--- src/rtl/fifo_drain.sv ---
// ---------------------------------------------------------------------------
// fifo_drain
//
// Read-side drain stage that sits directly behind a 16-entry FIFO. It waits
// until the FIFO fill level reaches THRESH (or an explicit flush is asserted),
// then pops words with fifo_ren. The FIFO returns data one cycle after the
// strobe, so the captured words are parked in a 2-entry skid buffer and
// presented on a valid/ready stream. Reads are only issued when a buffer slot
// is guaranteed to be free by the time the data arrives, so the buffer can
// never overflow. The FIFO is never read while it reports empty.
//
// Optional feature macro: FIFO_DRAIN_XFER_COUNT_EN
//   defined     : xfer_count is a 16-bit wrapping count of accepted words
//   not defined : xfer_count is tied to zero and no counter is built
//
// Parameters
//   DATA_W   data width, matches the FIFO wdata/rdata width
//   COUNT_W  width of the FIFO count output
//   THRESH   fill level that starts a drain burst (1..15)
//
// Ports
//   clk         in   single clock, rising edge
//   rst         in   asynchronous active-high reset
//   drain_en    in   global enable for issuing reads
//   flush       in   start draining regardless of THRESH (level-sensitive)
//   fifo_count  in   FIFO fill level
//   fifo_empty  in   FIFO empty flag
//   fifo_ren    out  FIFO read strobe (combinational)
//   fifo_rdata  in   FIFO read data, valid the cycle after fifo_ren
//   out_valid   out  stream word valid
//   out_ready   in   downstream accept
//   out_data    out  stream word (head of the skid buffer)
//   busy        out  draining, or a word is in flight or buffered
//   xfer_count  out  accepted-word counter (see macro above)
// ---------------------------------------------------------------------------
module fifo_drain #(
   parameter int DATA_W  = 8,
   parameter int COUNT_W = 4,
   parameter int THRESH  = 8
) (
   input  logic               clk,
   input  logic               rst,
   input  logic               drain_en,
   input  logic               flush,
   input  logic [COUNT_W-1:0] fifo_count,
   input  logic               fifo_empty,
   output logic               fifo_ren,
   input  logic [DATA_W-1:0]  fifo_rdata,
   output logic               out_valid,
   input  logic               out_ready,
   output logic [DATA_W-1:0]  out_data,
   output logic               busy,
   output logic [15:0]        xfer_count
);

   typedef enum logic {
      IDLE  = 1'b0,
      DRAIN = 1'b1
   } state_t;

   state_t            state;
   state_t            state_next;
   logic              inflight;
   logic [1:0]        occ;
   logic [DATA_W-1:0] buf_head;
   logic [DATA_W-1:0] buf_tail;
   logic              pop;
   logic [2:0]        slots_used;
   logic              start;

   // Slots still committed after this cycle: words already buffered plus the
   // word on its way back from the FIFO, minus the one leaving this cycle.
   // A new read is only allowed while that leaves room for one more word,
   // which is what keeps occ + inflight from ever exceeding 2.
   always_comb begin
      pop        = (occ != 2'd0) && out_ready;
      slots_used = {1'b0, occ} + {2'b00, inflight} - {2'b00, pop};
      start      = drain_en && ((fifo_count >= COUNT_W'(THRESH)) || flush);
      fifo_ren   = (state == DRAIN) && drain_en && !fifo_empty && (slots_used < 3'd2);
      state_next = state;
      case (state)
         IDLE: begin
            if (start) begin
               state_next = DRAIN;
            end
         end
         DRAIN: begin
            if (!drain_en || (fifo_empty && !fifo_ren)) begin
               state_next = IDLE;
            end
         end
         default: state_next = IDLE;
      endcase
   end

   // FSM state and the one-cycle read-latency tracker. inflight marks the
   // cycle in which fifo_rdata carries the word requested last cycle.
   always_ff @(posedge clk or posedge rst) begin
      if (rst) begin
         state    <= IDLE;
         inflight <= 1'b0;
      end else begin
         state    <= state_next;
         inflight <= fifo_ren;
      end
   end

   // Two-entry skid buffer kept in FIFO order: buf_head is always the oldest
   // word. A capture with occ == 2 cannot happen without a simultaneous pop,
   // because the read that produced it was only issued when a slot was free.
   always_ff @(posedge clk or posedge rst) begin
      if (rst) begin
         occ      <= 2'd0;
         buf_head <= '0;
         buf_tail <= '0;
      end else begin
         case ({inflight, pop})
            2'b11: begin
               if (occ == 2'd2) begin
                  buf_head <= buf_tail;
                  buf_tail <= fifo_rdata;
               end else begin
                  buf_head <= fifo_rdata;
               end
            end
            2'b10: begin
               if (occ == 2'd0) begin
                  buf_head <= fifo_rdata;
               end else begin
                  buf_tail <= fifo_rdata;
               end
               occ <= occ + 2'd1;
            end
            2'b01: begin
               buf_head <= buf_tail;
               occ      <= occ - 2'd1;
            end
            default: begin
            end
         endcase
      end
   end

   assign out_valid = (occ != 2'd0);
   assign out_data  = buf_head;
   assign busy      = (state == DRAIN) || inflight || (occ != 2'd0);

`ifdef FIFO_DRAIN_XFER_COUNT_EN
   // Free-running count of accepted words; wraps naturally at 16 bits.
   always_ff @(posedge clk or posedge rst) begin
      if (rst) begin
         xfer_count <= 16'd0;
      end else if (pop) begin
         xfer_count <= xfer_count + 16'd1;
      end
   end
`else
   assign xfer_count = 16'd0;
`endif

endmodule

--- config.mk ---
export PLATFORM = sky130hd
export DESIGN_NAME = fifo_drain
export DESIGN_NICKNAME = d
export VERILOG_FILES = /design/src/rtl/fifo_drain.sv
export SDC_FILE = /design/constraint.sdc
export NUM_CORES = 1
export LEC_CHECK = 0
export BUFFER_PORTS_ARGS = -buffer_cell sky130_fd_sc_hd__buf_2
export CAP_MARGIN = 40
export CORE_MARGIN = 5
export CORE_UTILIZATION = 50
export CTS_CLUSTER_SIZE = 16
export DETAILED_ROUTE_END_ITERATION = 10
export HOLD_SLACK_MARGIN = 0.06
export PLACE_DENSITY_LB_ADDON = 0.08
export SLEW_MARGIN = 20
export SYNTH_ARGS = -nofsm -noshare
export SYNTH_HDL_FRONTEND = slang
export SYNTH_SLANG_ARGS = --single-unit
--- constraint.sdc ---
create_clock -name clk -period 7.5 [get_ports clk]
set_input_delay 0.75 -clock clk [delete_from_list [all_inputs] [get_ports clk]]
set_output_delay 0.75 -clock clk [all_outputs]
set_load 0.02 [all_outputs]
==> impl_metrics.json <==
{
  "worstSetupPathType": "flip-flop to primary output",
  "cts_hold_buf": 0,
  "fin_cells": 172,
  "die_h_microns": 60.70,
  "gp_congestion": 0.7429,
  "peakVddDrop_mv": 0.1954,
  "leakage_nw": 0.6910,
  "grt-ovfl-total": 0,
  "async_flop_share": 1.000,
  "synth_common_cells": "20 x dfrtp_1, 16 x buf_4",
  "yosysTopAreaCell": "dfrtp_1",
  "grt_pass1_wl_microns": 4519,
  "cp_cell_sequence": "o21ai_0 -> inv_1 -> ha_1 -> or2b_1 -> fa_1 -> nand4b_1 -> nor2_1 -> buf_2",
  "top_layer_used": "met4",
  "powerDensity_nw_per_um2": 366.6,
  "slew_headroom": 0.6503,
  "finClkSkew_ns": 0.0007555,
  "reg2reg_from": "occ[1]",
  "fin_hold_ws_ns": 0.4051,
  "clk_latency_ns": 0.30,
  "drt-met1-wl_microns": 1179,
  "fmax_ghz": 0.2851,
  "tightest_slew_ns": 0.5246,
  "cts_setup_buffers": 0,
  "status": "finished, final reports clean",
  "start_util": 0.5187,
  "dr_wl_met3_microns": 260,
  "rsz0062_at_grt": "no",
  "synthFlopType": "dfrtp_1",
  "fp.dieArea_sq_um": 3684,
  "dp_hpwl_microns": 1916,
  "fin_crit_ns": 3.508,
  "hold_violations": 0,
  "yosysMostFrequentCell": "dfrtp_1",
  "finalSetupTns_ns": 0,
  "io_pins": 45,
  "drc_errors": 0,
  "nets": 167,
  "cts_resized": 0,
  "critPathCaptureType": "primary output",
  "numClockSinks": 20,
  "synth_cell_types": 31,
  "clockRootBuffer": "clkbuf_4",
  "yosys-top-cells-area": "dfrtp_1 39%, buf_4 9.3%, mux2_2 7.0%",
  "io_buffer_count": 25,
  "cp.required_ns": 6.75,
  "drive_above_1_share": 0.2817,
  "clk_pin_slew_ns": 0.11,
  "via_count": 987,
  "tritoncts": "done",
  "yosysWarnings": 0,
  "ys_seq_area_frac": 0.3895,
  "cts_buffers": 3,
  "firstDrtPassIters": 5,
  "placed_cells": 168,
  "synth.ff_latch_count": 20,
  "maxCapViolations": 0,
  "r2r_end": "buf_tail[5]",
  "synthCells": 123,
  "htreeDepth": 1,
  "cp_max_fo": 15,
  "grt_pass1_vias": 978,
  "ff2ff_setup_slack_ns": 5.01,
  "ant_nets": 0,
  "drv_slew": 0,
  "yosys.area.top_type_share": 0.3895,
  "fin_crit_sh": 0.4677,
  "hp-class": "input port to async pin",
  "num_antenna_cells": 0,
  "grt_max_degree": 21,
  "grt_use_total": 0.1629,
  "setup-violations-final": 0,
  "crit_path_top_delay_cell": "dfrtp_1",
  "core_sq_um": 2477,
  "routed_wl_microns": 2778,
  "post_drt_wl_per_cell_microns": 16.15,
  "synth_edf_count": 0,
  "drtIter0Drc": 20,
  "synth_area_sq_um": 1285,
  "ctsLongestPathBuffers": 2,
  "cp_slowest_stage_delay_ns": 0.59,
  "rows": 18,
  "worst_r2r_path_depth": 5,
  "antenna_found_initial": 0,
  "avgSynthCellArea_sq_um": 10.45,
  "start_kind": "flip-flop",
  "syn_to_final_growth_pct": 7.011,
  "wl_met2_microns": 1326,
  "crit_arrival_ns": 2.76,
  "vias_per_cell": 5.738,
  "die_w_microns": 60.70
}
## cell families (layout without fill, tap and decap cells)
family          Yosys count  count (layout)  synth area share
mux                       8               8           0.07011
simple gates             27              27            0.1383
fa+ha+maj                 5               5           0.05453
buf+inv                  31              35            0.1499
flops                    20              20            0.3895
xor+xnor                  4               4           0.02727
other cells               1              16          0.002918
compound gates           27              27            0.1675
## worst max-delay path, delay by kind of cell, from the launching register on
kind / cells / cell delay (ns)
AOI/OAI and AO/OA: 1 / 0.33
adders and majority gates: 2 / 0.76
buffers and inverters: 2 / 0.31
DFF: 1 / 0.59
and+or+nand+nor: 3 / 0.48
## stage by stage
| stage | utilization | cell area (sq um) | setup slack, ns | total power [W] |
|---|---|---|---|---|
| detailed placement | 0.5399 | 1338 | 4.274 | 0.0004571 |
| global placement | 0.5399 | 1338 | 4.303 | 0.0004493 |
| finish | 0.5551 | 1375 | 3.992 | 0.0005041 |
| global route | 0.5551 | 1375 | 3.811 | 0.0005457 |
| CTS | 0.5490 | 1360 | 3.985 | 0.0005090 |
| floorplan | - | 1341 | 4.134 | 0.0003959 |
## layer usage
metal,vias to the layer above,GRT usage
met3,2,0.02979
met4,0,0.03715
met2,46,0.2870
met1,483,0.2072
met5,-,0
li1,456,-
## worst max-delay path by stage
stage,startpoint,to,slack (ns),depth (start not counted)
after floorplan,out_ready,fifo_ren,4.13,8
after global placement,out_ready,fifo_ren,4.30,9
after detailed placement,out_ready,fifo_ren,4.27,9
after CTS,occ[1],fifo_ren,3.98,8
after global routing,occ[1],fifo_ren,3.81,8
final,occ[1],fifo_ren,3.99,8
## cell usage in the layout (no fill, tap or decap)
cell type / n
buf_2: 25
dfrtp_1: 20
conb_1: 16
and3b_1: 8
a211oi_1: 8
a221oi_1: 8
nand3_1: 8
o31ai_1: 8
mux2_2: 8
inv_1: 4
ha_1: 4
nand2_1: 3
clkbuf_4: 3
xor2_1: 2
xnor2_1: 2
nand2b_1: 1
clkinv_1: 1
o21ai_0: 1
or3b_1: 1
and2_4: 1
or2_2: 1
o211a_1: 1
nand4b_1: 1
nor2_1: 1
or3_1: 1
o311a_1: 1
or2b_1: 1
fa_1: 1
buf_8: 1
buf_4: 1
## flip-flops by register name, indices dropped and copies added, names as in the netlist
register and flops:
occ 2, state 1, inflight 1, out_data 8
buf_tail 8
## final cells by class
cell class	count	area, sq um
fill	243	1102
tap	30	37.54
sequential	20	500.5
clock buffer	3	22.52
timing repair buffer	27	147.6
multi-input combinational	87	648.1
inverter	5	18.77
## power breakdown
part | internal, W | total, W | switching, W
logic | 0.000110 | 0.000248 | 0.000138
clock network | 0.0000187 | 0.0000513 | 0.0000326
registers | 0.000156 | 0.000205 | 0.0000495
Note: power is estimated with default switching activity, not from simulation.
